--- src/rtl/step_ctrl_pkg.sv ---
// step_ctrl_pkg
// Shared types and constants for the step controller.
//   mode_t      : operating mode of the step controller (MANUAL / AUTO)
//   STEP_CNT_W  : width of the issued-step counter shown on the board LEDs
package step_ctrl_pkg;

   typedef enum logic {
      MANUAL = 1'b0,
      AUTO   = 1'b1
   } mode_t;

   localparam int STEP_CNT_W = 8;

endpackage

--- src/rtl/btn_debounce.sv ---
// btn_debounce
// Two-flop synchronizer followed by a counting debouncer for one raw button.
// Ports:
//   clock  in   system clock, all state on rising edge
//   reset  in   asynchronous active-low reset
//   btn    in   raw asynchronous active-high button
//   level  out  debounced button level (registered)
//   press  out  one-cycle pulse on a rising edge of the debounced level (registered)
module btn_debounce #(
   parameter int DEBOUNCE_CYCLES = 4
) (
   input  logic clock,
   input  logic reset,
   input  logic btn,
   output logic level,
   output logic press
);

   localparam int CNT_W = $clog2(DEBOUNCE_CYCLES + 1);
   localparam logic [CNT_W-1:0] CNT_LAST = CNT_W'(DEBOUNCE_CYCLES - 1);

   logic             sync1_q;
   logic             sync2_q;
   logic             level_q;
   logic             level_d;
   logic             press_q;
   logic             press_d;
   logic [CNT_W-1:0] cnt_q;
   logic [CNT_W-1:0] cnt_d;

   // The counter tracks how many consecutive samples disagreed with the
   // accepted level; the sample that completes the run flips the level on
   // the same edge, so the press pulse lines up with the level change.
   always_comb begin
      level_d = level_q;
      cnt_d   = '0;
      if (sync2_q != level_q) begin
         if (cnt_q == CNT_LAST) begin
            level_d = sync2_q;
         end else begin
            cnt_d = cnt_q + CNT_W'(1);
         end
      end
      press_d = level_d & ~level_q;
   end

   always_ff @(posedge clock or negedge reset) begin
      if (!reset) begin
         sync1_q <= 1'b0;
         sync2_q <= 1'b0;
         level_q <= 1'b0;
         press_q <= 1'b0;
         cnt_q   <= '0;
      end else begin
         sync1_q <= btn;
         sync2_q <= sync1_q;
         level_q <= level_d;
         press_q <= press_d;
         cnt_q   <= cnt_d;
      end
   end

   assign level = level_q;
   assign press = press_q;

endmodule

--- src/rtl/step_ctrl.sv ---
// step_ctrl
// Turns the raw step and mode buttons into a single-cycle step enable for
// the even-sequence counter, with manual single-stepping and a prescaled
// free-running auto mode.
// Ports:
//   clock       in   system clock, all state on rising edge
//   reset       in   asynchronous active-low reset
//   btn_step    in   raw step button (active high)
//   btn_mode    in   raw mode-toggle button (active high)
//   step        out  one-cycle enable to the counter FSM
//   running     out  1 = AUTO, 0 = MANUAL
//   step_count  out  number of step pulses issued, modulo 256
module step_ctrl
   import step_ctrl_pkg::*;
#(
   parameter int DEBOUNCE_CYCLES = 4,
   parameter int PRESCALE        = 5
) (
   input  logic                  clock,
   input  logic                  reset,
   input  logic                  btn_step,
   input  logic                  btn_mode,
   output logic                  step,
   output logic                  running,
   output logic [STEP_CNT_W-1:0] step_count
);

   localparam int PS_W = $clog2(PRESCALE);
   localparam logic [PS_W-1:0] PS_LAST = PS_W'(PRESCALE - 1);

   logic                  step_press;
   logic                  mode_press;
   // Only the press pulses drive the FSM; the debounced levels are left idle.
   logic                  step_level_unused;
   logic                  mode_level_unused;

   mode_t                 state_q;
   mode_t                 state_d;
   logic                  running_q;
   logic                  running_d;
   logic                  step_q;
   logic                  step_d;
   logic [PS_W-1:0]       presc_q;
   logic [PS_W-1:0]       presc_d;
   logic [STEP_CNT_W-1:0] count_q;
   logic [STEP_CNT_W-1:0] count_d;

   btn_debounce #(
      .DEBOUNCE_CYCLES(DEBOUNCE_CYCLES)
   ) u_step_db (
      .clock(clock),
      .reset(reset),
      .btn  (btn_step),
      .level(step_level_unused),
      .press(step_press)
   );

   btn_debounce #(
      .DEBOUNCE_CYCLES(DEBOUNCE_CYCLES)
   ) u_mode_db (
      .clock(clock),
      .reset(reset),
      .btn  (btn_mode),
      .level(mode_level_unused),
      .press(mode_press)
   );

   // A mode press takes priority: it toggles the mode, restarts the
   // prescaler and suppresses any step in that cycle. The prescaler only
   // runs in AUTO, so the first auto step lands PRESCALE cycles after entry.
   always_comb begin
      state_d = state_q;
      presc_d = '0;
      step_d  = 1'b0;
      if (mode_press) begin
         state_d = (state_q == AUTO) ? MANUAL : AUTO;
      end else if (state_q == AUTO) begin
         step_d  = (presc_q == PS_LAST);
         presc_d = step_d ? '0 : presc_q + PS_W'(1);
      end else begin
         step_d = step_press;
      end
      running_d = (state_d == AUTO);
      count_d   = step_d ? count_q + STEP_CNT_W'(1) : count_q;
   end

   always_ff @(posedge clock or negedge reset) begin
      if (!reset) begin
         state_q   <= MANUAL;
         running_q <= 1'b0;
         step_q    <= 1'b0;
         presc_q   <= '0;
         count_q   <= '0;
      end else begin
         state_q   <= state_d;
         running_q <= running_d;
         step_q    <= step_d;
         presc_q   <= presc_d;
         count_q   <= count_d;
      end
   end

   assign step       = step_q;
   assign running    = running_q;
   assign step_count = count_q;

endmodule

--- config.mk ---
export PLATFORM = sky130hd
export DESIGN_NAME = step_ctrl
export DESIGN_NICKNAME = d
export VERILOG_FILES = /design/src/rtl/step_ctrl_pkg.sv /design/src/rtl/btn_debounce.sv /design/src/rtl/step_ctrl.sv
export SDC_FILE = /design/constraint.sdc
export NUM_CORES = 1
export LEC_CHECK = 0
export CORE_MARGIN = 2
export CORE_UTILIZATION = 52
export CTS_CLUSTER_DIAMETER = 60
export CTS_CLUSTER_SIZE = 30
export DETAILED_ROUTE_END_ITERATION = 10
export PLACE_DENSITY = 0.83
export REMOVE_ABC_BUFFERS = 1
export SLEW_MARGIN = 10
export SYNTH_ARGS = -nofsm -noshare
export SYNTH_HDL_FRONTEND = slang
export SYNTH_SLANG_ARGS = --single-unit
--- constraint.sdc ---
create_clock -name clock -period 2.15 [get_ports clock]
set_input_delay 0.215 -clock clock [delete_from_list [all_inputs] [get_ports clock]]
set_output_delay 0.215 -clock clock [all_outputs]
set_load 0.01 [all_outputs]
* Word-level counts from Yosys, hierarchy flattened
Index checks and enable logic that the tools add are counted.
Storage, ports and cells: register bits after elaboration 27, word-level logic and storage cells 41
Cells by class: $add $sub $neg 4, equality and inequality tests 5, muxes and demuxes 14, bitwise operators 4
Operator list (number):
- two-way mux 3 bit | 7
- adder 3 x 1 -> 3 bit (second input constant) | 3
- adder 8 x 1 -> 8 bit (second input constant) | 1
- two-way mux 1 bit | 7
- equality test 3 x 2 -> 1 bit (second input constant) | 2
- equality test 3 bit (second input constant) | 1
- bitwise AND 1 bit | 2
- != test 1 bit | 2
- inverter 1 bit | 2

* Logic depth before layout (Yosys ltp)
Gate-level depths: netlist of run 1.
word-level depth 4, depth in mapped cells 6, depth with buffers taken out 5

* Hierarchy
A second synthesis of run 1 with hierarchy kept.
Second synthesis, totals: cells, all modules 78, area, all modules 1099.8 µm²
Modules (own cells, without submodules):
- step_ctrl | instances 1, cells each 48, area each 586.8 µm²
- btn_debounce | instances 2, cells each 15, area each 256.5 µm²

* Least setup slack after synthesis of run 1
OpenSTA, ideal clock, no wires.
path kind reg2reg, start point register presc_q[0], end point register count_q[1] (netlist: step_count[1]), setup time 0.125 ns, arrival time 1.482 ns, required time 2.025 ns, path slack 0.543 ns, cell stages (with the launch flop) 7, buffers on the path 1, clock period less this slack 1.607 ns, cell sequence dfrtp_1 inv_1 ha_1 and4b_1 clkbuf_1 or2_4 mux2_4
Between the ends: cells in the longest elaborated chain, start to end 3
RTL lines:
- from (decl) | line step_ctrl.sv:43 | logic [PS_W-1:0] presc_q;
- from (signal assigned) | line step_ctrl.sv:98 | presc_q <= presc_d;
- equality test 3 bit | line step_ctrl.sv:78 | step_d = (presc_q == PS_LAST);
- two-way mux 1 bit | line step_ctrl.sv:77 | end else if (state_q == AUTO) begin
- two-way mux 1 bit | line step_ctrl.sv:75 | if (mode_press) begin
- net step_d | line step_ctrl.sv:42 | logic step_d;
- to (signal assigned) | line step_ctrl.sv:99 | count_q <= count_d;
- to (decl) | line step_ctrl.sv:45 | logic [STEP_CNT_W-1:0] count_q;
The timed path passes the listed nets, and every way through them passes these cells. A chain may end at the register's enable or synchronous reset.

* Worst setup path after layout of run 1
Ends and elaborated chain as after synthesis.

==> results.txt, run 1 <==
status -> completed
dpl cell area -> 1250 um^2
path type of the worst setup path -> flip-flop to flip-flop
setup clock skew after layout -> 0.00321 ns
portion of netlist area occupied by mux cells -> 0.0348
diodes inserted -> 0
Arrival @ worst endpoint -> 1.85 ns
number of pins with negative max-slew slack in the final report -> 0
post-synthesis adder-cell area fraction -> 0.0581
total number of vias -> 628
data required time of the worst path -> 2.36 ns
hold bufs inserted after CTS -> 0
initial antenna violation count -> 0
Final GP Congestion -> 0.754
total DRC errors in the routed layout -> 0
register area share after synthesis -> 0.627
sort of element at the start of the critical path -> flip-flop
wire length of the first global-routing pass -> 2950 um
proportion of layout cells with a drive suffix above 1 -> 0.0938
Post-Synthesis Cells -> 78
critical path's top delay family -> simple AND/OR/NAND/NOR gates
highest net fanout along the worst path -> 7
GRT Total Usage -> 0.162
die width -> 49.5 um
total wire length -> 1520 um
clock-pin slew reported for the worst setup and hold paths after clock tree synthesis -> 0.13 ns
commonest cells after routing, fill and taps aside -> 27 x sky130_fd_sc_hd__dfrtp_1, 13 x sky130_fd_sc_hd__clkdlybuf4s50_1, 8 x sky130_fd_sc_hd__xnor2_1, 5 x sky130_fd_sc_hd__nor3b_1, 5 x sky130_fd_sc_hd__ha_1
max capacitance violation total -> 0
total negative slack -> 0 ns
Detail Placement HPWL -> 1140 um
crit end category -> flip-flop
num rows -> 16
Antenna Nets Post-Route -> 0
final std cell area, no fill -> 1280 um^2
detailed-router iteration count before antenna repair -> 4
mean area per synthesized cell -> 13.8 um^2
count of unique library cells instantiated by Yosys -> 24
vertical extent of the die -> 49.5 um
largest net degree at the start of global routing -> 28
worst setup margin -> 0.515 ns
CTS root buf -> sky130_fd_sc_hd__clkbuf_4
Post-Synthesis Cell Area -> 1080 um^2
post-synthesis share of cell area spent on xor and xnor gates -> 0.0813
Finished Core Util -> 0.652
leakage component of the power -> 0.590 nW
number of buffer cells added on primary ports -> 13
CTS tree -> done
Critical Path Max Stage Delay -> 0.40 ns
htree depth -> 1
register bit count reported by yosys -> 27
pin slew with the least headroom to its limit -> 0.325 ns
number of nets in the layout -> 106
io pins -> 14
setup violators final -> 0
Core Region -> 1960 um^2
average routed wire per standard cell -> 12.4 um
tightest slew margin relative to the limit -> 0.783
DRC marker count from the first detailed-route iteration -> 4
post-synthesis compound-gate area fraction -> 0.0534
final count of hold timing violations -> 0
worst setup slack after placement -> 0.532 ns
Final Cycle Share -> 0.761
Num Clock Sinks -> 27
vias per std cell -> 5.11
clock period minus final worst setup slack -> 1.64 ns
path class of the lowest-slack min-delay path -> input pin to asynchronous set/reset pin
CTS-repair resized insts -> 0
largest family of logic cells by synthesized area -> simple AND/OR/NAND/NOR gates
library cell contributing the largest single delay on the critical path -> sky130_fd_sc_hd__dfrtp_1
fraction of the mapped netlist area in simple logic gates -> 0.128
unrepaired setup endpoints after global routing -> false
initial standard-cell utilization of the core -> 0.549
vias in the first global route -> 692
worst path buffer plus inverter count -> 1
area growth from synthesis to layout -> 18.7%
number of buffers inserted to repair setup after CTS -> 0
total clock buffers created by CTS -> 3
Power Density -> 963 nW/um^2
maximum vdd drop -> 0.782 mV
Remaining Overflow, GRT -> 0
maximum clock insertion buffer count -> 2
most common cell after layout, fill and taps aside -> sky130_fd_sc_hd__dfrtp_1
Max Clock Freq -> 0.612 GHz
cell chain of the critical path -> inv_1, ha_1, and4b_1, or2_4, mux2_4
clock network latency to the later pin of the worst-skew pair -> 0.31 ns
die footprint -> 2450 um^2
warning count from the yosys run -> 0
[area by class of cell]
class | count | area [um^2]
repair buffers | 15 | 145
fillers | 152 | 683
clock buffers | 4 | 26.3
well taps | 27 | 33.8
inverters | 4 | 15.0
multi-input cells | 46 | 383
flip-flops and latches | 27 | 676
[where the power goes]
part	internal, mW	total (mW)	switching [mW]
Sequential	0.612	0.696	0.0840
Combinational	0.188	0.332	0.144
Clock	0.0725	0.204	0.131
Total	0.873	1.23	0.359
[routing by layer]
| layer | global-route usage | share of wire |
|---|---|---|
| met1 | 0.190 | 0.42 |
| met2 | 0.288 | 0.52 |
| met3 | 0.0212 | 0.038 |
| met4 | 0.0833 | 0.028 |
| met5 | 0 | 0 |
[state kept, by name, summed over array words and instances (netlist names)]
register / cells
presc_q: 3
running: 1
step: 1
step_count: 8
u_mode_db.cnt_q: 3
u_mode_db.level: 1
u_mode_db.press: 1
u_mode_db.sync1_q: 1
u_mode_db.sync2_q: 1
u_step_db.cnt_q: 3
u_step_db.level: 1
u_step_db.press: 1
u_step_db.sync1_q: 1
u_step_db.sync2_q: 1
[worst paths after layout]
kind / start / to / slack, ns / cells after the start
hold reg to reg: u_mode_db.sync1_q / u_mode_db.sync2_q / 0.37 / 0
hold / removal: reset / step_count[4] / 0.25 / 2
setup / recovery: presc_q[0] / step_count[1] / 0.51 / 5
min in group clock: btn_mode / u_mode_db.sync1_q / 0.33 / 1
max in group asynchronous: reset / u_mode_db.cnt_q[0] / 1.66 / 2
setup reg to reg: presc_q[0] / step_count[1] / 0.51 / 5
[synthesized netlist by cell type]
library cell,count,share of area
sky130_fd_sc_hd__or2_4,1,0.0081
sky130_fd_sc_hd__inv_1,4,0.014
sky130_fd_sc_hd__o2111ai_1,2,0.016
sky130_fd_sc_hd__mux2_2,2,0.021
sky130_fd_sc_hd__mux2_4,1,0.014
sky130_fd_sc_hd__and3_1,1,0.0058
sky130_fd_sc_hd__and3b_1,2,0.016
sky130_fd_sc_hd__dfrtp_1,27,0.63
sky130_fd_sc_hd__xor2_1,2,0.016
sky130_fd_sc_hd__and4b_1,1,0.0093
sky130_fd_sc_hd__ha_1,5,0.058
sky130_fd_sc_hd__nor3_1,2,0.0093
sky130_fd_sc_hd__nor2b_1,3,0.017
sky130_fd_sc_hd__xnor2_1,8,0.065
sky130_fd_sc_hd__a211oi_1,1,0.0070
sky130_fd_sc_hd__nor2_1,2,0.0070
sky130_fd_sc_hd__clkbuf_1,1,0.0035
sky130_fd_sc_hd__o211ai_1,3,0.021
sky130_fd_sc_hd__a21oi_1,1,0.0046
sky130_fd_sc_hd__nor3b_1,5,0.035
sky130_fd_sc_hd__o21ai_0,1,0.0046
sky130_fd_sc_hd__and2_1,1,0.0058
sky130_fd_sc_hd__nand2b_1,1,0.0058
sky130_fd_sc_hd__and4_1,1,0.0081
[kinds of logic after synthesis]
group                      after synthesis
AOI/OAI and AO/OA                        8
and+or+nand+nor                         20
muxes                                    3
DFF                                     27
adders and majority gates                5
buffers and inverters                    5
xor gates and xnor gates                10
[metrics by stage]
step	hold WS, ns	total power, mW	cells
after floorplan	-0.0806	0.907	77
after global placement	0.340	1.02	119
after detailed placement	0.347	1.05	119
after CTS	0.251	1.25	123
after global routing	0.287	1.34	123
final	0.249	1.23	123
Note: power is estimated with default switching activity, not from simulation.
==> inputs of run 2 (changes only) <==
Settings changed: CORE_UTILIZATION 52 to 47, PLACE_DENSITY 0.83 to 0.79.
Clock period 2.15 ns to 1.45 ns, I/O delays scaled along.
==> run 2 against run 1 <==
  * Worst hold slack got worse by 0.076 ns
  * Non-clock buffer count increased by 14
  * Total power increased by 62%
  * Highest routed layer unchanged
  * Worst setup slack got worse by 0.49 ns
  * Largest cell class unchanged
==> results.txt, run 2 (synthesis gave the netlist of run 1 again) <==
status -> completed
clock network latency to the later pin of the worst-skew pair -> 0.32 ns (about the same)
Antenna Nets Post-Route -> 0 (unchanged)
Power Density -> 1410 nW/um^2 (+46%)
data required time of the worst path -> 1.67 ns (-0.69 ns)
vias per std cell -> 4.96 (-2.8%)
leakage component of the power -> 0.697 nW (+18%)
Core Region -> 2190 um^2 (+12%)
wire length of the first global-routing pass -> 2940 um (-0.47%)
Final GP Congestion -> 0.738 (-2.1%)
highest net fanout along the worst path -> 2 (-5)
total DRC errors in the routed layout -> 0 (unchanged)
max capacitance violation total -> 0 (unchanged)
die footprint -> 2690 um^2 (+9.8%)
path class of the lowest-slack min-delay path -> input pin to asynchronous set/reset pin
sort of element at the start of the critical path -> flip-flop
Arrival @ worst endpoint -> 1.65 ns (-0.20 ns)
clock period minus final worst setup slack -> 1.43 ns (-0.209 ns)
Final Cycle Share -> 0.984 (+0.223)
initial standard-cell utilization of the core -> 0.492 (-0.0574)
number of pins with negative max-slew slack in the final report -> 0 (unchanged)
CTS root buf -> sky130_fd_sc_hd__clkbuf_4
Remaining Overflow, GRT -> 0 (unchanged)
total wire length -> 1780 um (+17%)
total number of vias -> 685 (+9.1%)
unrepaired setup endpoints after global routing -> true
GRT Total Usage -> 0.150 (-0.0111)
number of nets in the layout -> 120 (+13%)
die width -> 51.9 um (+4.8%)
CTS tree -> done
commonest cells after routing, fill and taps aside -> 27 x sky130_fd_sc_hd__dfrtp_1, 15 x sky130_fd_sc_hd__buf_4, 11 x sky130_fd_sc_hd__clkdlybuf4s50_1, 8 x sky130_fd_sc_hd__xnor2_1
setup violators final -> 0 (unchanged)
most common cell after layout, fill and taps aside -> sky130_fd_sc_hd__dfrtp_1
pin slew with the least headroom to its limit -> 0.332 ns (+0.00640 ns)
average routed wire per standard cell -> 12.9 um (+4.4%)
detailed-router iteration count before antenna repair -> 4 (unchanged)
diodes inserted -> 0 (unchanged)
setup clock skew after layout -> 0.00388 ns (+0.000671 ns)
Max Clock Freq -> 0.701 GHz (+15%)
proportion of layout cells with a drive suffix above 1 -> 0.245 (+0.152)
number of flip-flops in the largest register -> 8 (unchanged)
number of buffer cells added on primary ports -> 13 (unchanged)
maximum vdd drop -> 1.11 mV (+42%)
total negative slack -> 0 ns (unchanged)
tightest slew margin relative to the limit -> 0.779 (-0.00426)
htree depth -> 1 (unchanged)
io pins -> 14 (unchanged)
initial antenna violation count -> 0 (unchanged)
crit end category -> flip-flop
final count of hold timing violations -> 0 (unchanged)
area growth from synthesis to layout -> 31.2%
worst setup slack after placement -> 0.00281 ns (-0.529 ns)
path type of the worst setup path -> flip-flop to flip-flop
largest net degree at the start of global routing -> 28 (unchanged)
vertical extent of the die -> 51.9 um (+4.8%)
vias in the first global route -> 676 (-2.3%)
Detail Placement HPWL -> 1140 um (about the same)
num rows -> 17 (+1)
hold bufs inserted after CTS -> 0 (unchanged)
worst setup margin -> 0.0236 ns (-0.491 ns)
total clock buffers created by CTS -> 3 (unchanged)
clock-pin slew reported for the worst setup and hold paths after clock tree synthesis -> 0.13 ns (about the same)
DRC marker count from the first detailed-route iteration -> 2 (-2)
maximum clock insertion buffer count -> 2 (unchanged)
Num Clock Sinks -> 27 (unchanged)
run 2: through the flow:
| stage | hold slack, ns | total power, mW | cells | instance area [um^2] | utilization |
|---|---|---|---|---|---|
| final | 0.173 | 1.99 | 138 | 1410 | 0.645 |
| after global routing | 0.179 | 2.16 | 138 | 1410 | 0.645 |
| after CTS | 0.166 | 2.01 | 135 | 1360 | 0.622 |
| after detailed placement | 0.342 | 1.60 | 124 | 1280 | 0.586 |
| after global placement | 0.334 | 1.57 | 124 | 1280 | 0.586 |
| after floorplan | -0.151 | 1.35 | 77 | 1070 | - |
run 2: where the power goes:
part	total (mW)	internal [mW]	switching (mW)
logic	0.683	0.396	0.286
registers	0.997	0.908	0.0893
clock network	0.313	0.108	0.205
total	1.99	1.41	0.581
run 2: layout make-up:
type / instances / area [um^2]
Tap cell: 28 / 35.0
Fill cell: 172 / 777
Clock buffer: 4 / 26.3
Sequential cell: 27 / 676
Timing Repair Buffer: 29 / 259
Inverter: 4 / 15.0
Multi-Input combinational cell: 46 / 403
run 2: path summary, 6_finish.rpt:
kind	to	from	depth (start not counted)	slack (ns)
min in group clock	u_mode_db.sync1_q	btn_mode	1	0.24
worst min register to register	u_step_db.sync2_q	u_step_db.sync1_q	0	0.37
worst max register to register	step_count[1]	presc_q[1]	5	0.02
worst max-delay path	step_count[1]	presc_q[1]	5	0.02
max in group asynchronous	step	reset	2	1.03
worst min-delay path	u_mode_db.cnt_q[1]	reset	2	0.17
run 2: routing by layer:
layer / share of wire / vias to the layer above / track usage
met3: 0.035 / 3 / 0.0259
met2: 0.48 / 14 / 0.234
met5: 0 / - / 0
li1: - / 334 / -
met1: 0.47 / 334 / 0.200
met4: 0.016 / 0 / 0.0789
run 2: worst max-delay path, cell delays in order (launching register included):
cell	delay, ns
sky130_fd_sc_hd__dfrtp_1	0.38
sky130_fd_sc_hd__inv_1	0.05
sky130_fd_sc_hd__ha_2	0.18
sky130_fd_sc_hd__and4b_1	0.18
sky130_fd_sc_hd__or2_4	0.26
sky130_fd_sc_hd__mux2_4	0.29
run 2: repair_timing:
item | in CTS | in global routing
cloned | 0 | 0
buffers inserted | 7 | 3
endpoints found under the setup margin | 7 | 9
pin swaps | 1 | 1
resized for setup | 0 | 7
==> inputs of run 3 (changes only) <==
Settings changed: CORE_UTILIZATION 47 to 50, CTS_BUF_LIST set to sky130_fd_sc_hd__clkbuf_8, GPL_TIMING_DRIVEN set to 0, PLACE_DENSITY 0.79 to 0.83.
==> run 3 against run 2 <==
  * The flow now finishes with violations (negative setup slack)
  * Sequential power increased by 4%
  * Cell count down 8.7%
  * Critical endpoint unchanged
  * Register-to-register slack got worse by 0.04 ns
  * Routed wire length is 8.1% lower
==> results.txt, run 3 (synthesis gave the netlist of run 1 again) <==
status -> complete, but fails checks
failing checks -> negative setup slack
library cell contributing the largest single delay on the critical path -> sky130_fd_sc_hd__dfrtp_1
number of flip-flops in the largest register -> 8 (unchanged)
combinational share of power -> 0.278 (-0.065)
cell chain of the critical path -> inv_1, ha_2, and4b_2, or2_4, mux2_4
number of nets in the layout -> 109 (-9.2%)
worst setup margin -> -0.0182 ns (-0.0418 ns)
Power Total -> 1.99 mW (about the same)
num rows -> 16 (-1)
tightest slew margin relative to the limit -> 0.627 (-0.152)
pin slew with the least headroom to its limit -> 0.560 ns (+0.228 ns)
proportion of layout cells with a drive suffix above 1 -> 0.182 (-0.0636)
total instance count after detailed placement -> 117 (-5.6%)
initial standard-cell utilization of the core -> 0.538 (+0.0464)
worst setup slack after placement -> -0.213 ns (-0.215 ns)
most common cell after layout, fill and taps aside -> sky130_fd_sc_hd__dfrtp_1
Critical Path Max Stage Delay -> 0.35 ns (-0.03 ns)
io pins -> 14 (unchanged)
CTS tree -> done
maximum clock insertion buffer count -> 2 (unchanged)
Remaining Overflow, GRT -> 0 (unchanged)
leakage component of the power -> 0.615 nW (-12%)
highest net fanout along the worst path -> 3 (+1)
unrepaired setup endpoints after global routing -> true
vertical extent of the die -> 50.4 um (-2.8%)
largest net degree at the start of global routing -> 28 (unchanged)
clock group share of total power -> 0.202 (+0.045)
setup violators final -> 1 (+1)
average routed wire per standard cell -> 13.0 um (+0.67%)
total number of vias -> 657 (-4.1%)
die width -> 50.4 um (-2.8%)
sequential fraction of design power -> 0.520 (+0.020)
DRC marker count from the first detailed-route iteration -> 6 (+4)
initial antenna violation count -> 0 (unchanged)
vias in the first global route -> 624 (-7.7%)
internal power component -> 1.42 mW (+0.27%)
die footprint -> 2540 um^2 (-5.5%)
crit end category -> flip-flop
clock network latency to the later pin of the worst-skew pair -> 0.27 ns (-0.05 ns)
Power Density -> 1480 nW/um^2 (+5.0%)
number of buffer cells added on primary ports -> 13 (unchanged)
Max Clock Freq -> 0.681 GHz (-2.9%)
sort of element at the start of the critical path -> flip-flop
Arrival @ worst endpoint -> 1.62 ns (-0.03 ns)
detailed-router iteration count before antenna repair -> 4 (unchanged)
Num Clock Sinks -> 27 (unchanged)
CTS root buf -> sky130_fd_sc_hd__clkbuf_8
commonest cells after routing, fill and taps aside -> 26 x sky130_fd_sc_hd__dfrtp_1, 12 x sky130_fd_sc_hd__clkdlybuf4s50_1, 8 x sky130_fd_sc_hd__xnor2_1, 5 x sky130_fd_sc_hd__inv_1
vias per std cell -> 5.21 (+5.0%)
total DRC errors in the routed layout -> 0 (unchanged)
GRT Total Usage -> 0.147 (-0.00337)
maximum vdd drop -> 1.08 mV (-2.3%)
Antenna Nets Post-Route -> 0 (unchanged)
final standard cell count with taps included and fillers excluded -> 126 (-8.7%)
total clock buffers created by CTS -> 3 (unchanged)
switching portion of total power -> 0.289 (-0.00226)
switching power of the nets -> 0.576 mW (-0.83%)
Final Cycle Share -> 1.01 (+0.0289)
final count of hold timing violations -> 0 (unchanged)
htree depth -> 1 (unchanged)
path type of the worst setup path -> flip-flop to flip-flop
Final GP Congestion -> 0.841 (+14%)
setup clock skew after layout -> 0.00362 ns (-0.000264 ns)
wire length of the first global-routing pass -> 2650 um (-9.9%)
path class of the lowest-slack min-delay path -> input pin to flip-flop
Core Region -> 2000 um^2 (-8.6%)
number of pins with negative max-slew slack in the final report -> 0 (unchanged)
data required time of the worst path -> 1.61 ns (-0.06 ns)
total wire length -> 1640 um (-8.1%)
clock-pin slew reported for the worst setup and hold paths after clock tree synthesis -> 0.08 ns (-0.05 ns)
clock period minus final worst setup slack -> 1.47 ns (+0.0418 ns)
max capacitance violation total -> 0 (unchanged)
area growth from synthesis to layout -> 25.0%
diodes inserted -> 0 (unchanged)
==> run 3: cell count changes in the layout (fill, tap and decap cells not counted), moves of 2 or more <==
cell	change
sky130_fd_sc_hd__clkbuf_8	+3
sky130_fd_sc_hd__dlymetal6s2s_1	-2
sky130_fd_sc_hd__buf_4	-11
sky130_fd_sc_hd__clkbuf_4	-3
==> run 3: power groups by stage <==
stage / clock [mW] / sequential [mW] / combinational, mW
floorplan: 0 / 1.04 / 0.301
global route: 0.451 / 1.06 / 0.616
finish: 0.402 / 1.04 / 0.554
global placement: 0 / 1.03 / 0.475
CTS: 0.412 / 1.03 / 0.559
detailed placement: 0 / 1.05 / 0.501
==> run 3: layout make-up <==
type	instances	area, um^2
multi-input combinational	46	410
clock buffer	3	41.3
sequential	27	677
inverter	4	15.0
fill	150	656
tap	27	33.8
clock inverter	1	3.75
timing repair buffer	18	165
==> run 3: final timing paths <==
check / startpoint / cells past startpoint / endpoint / slack (ns)
min in group asynchronous: reset / 2 / presc_q[1] / 0.39
max in group asynchronous: reset / 2 / running / 0.66
setup / recovery: presc_q[0] / 5 / step_count[1] / -0.02
setup reg to reg: presc_q[0] / 5 / step_count[1] / -0.02
hold reg to reg: u_step_db.sync1_q / 0 / u_step_db.sync2_q / 0.36
hold / removal: btn_mode / 1 / u_mode_db.sync1_q / 0.31
==> run 3: through the flow <==
step	utilization	hold slack (ns)	setup TNS, ns	area, um^2
2_1_floorplan	-	-0.151	-0.110	1070
3_3_place_gp	0.618	0.336	-1.96	1240
3_5_place_dp	0.618	0.337	-2.63	1240
4_1_cts	0.660	0.305	-0.0190	1320
5_1_grt	0.673	0.302	-0.402	1350
6_report	0.673	0.307	-0.0182	1350
==> run 3: worst max-delay path, delay by kind of cell, from the launching register on <==
family	cells	cell delay (ns)
adder cells (fa/ha/maj)	1	0.19
multiplexers	1	0.29
AND/OR/NAND/NOR	2	0.48
flip-flops	1	0.35
buffers and inverters	1	0.05
==> run 3: repair_timing <==
item	4_1_cts	5_1_grt
buffers inserted	4	0
endpoints found under the hold margin	0	27
pin swaps	2	5
setup endpoints to repair	8	10
hold buffers	0	1
resized for setup	3	4
==> run 3: metal layers <==
layer  track usage  vias up  routed length, um
met1         0.166      323                677
met3        0.0327        6                 67
li1              -      313                  -
met2         0.246       15                831
met4         0.104        0                 61
met5             0        -                  0
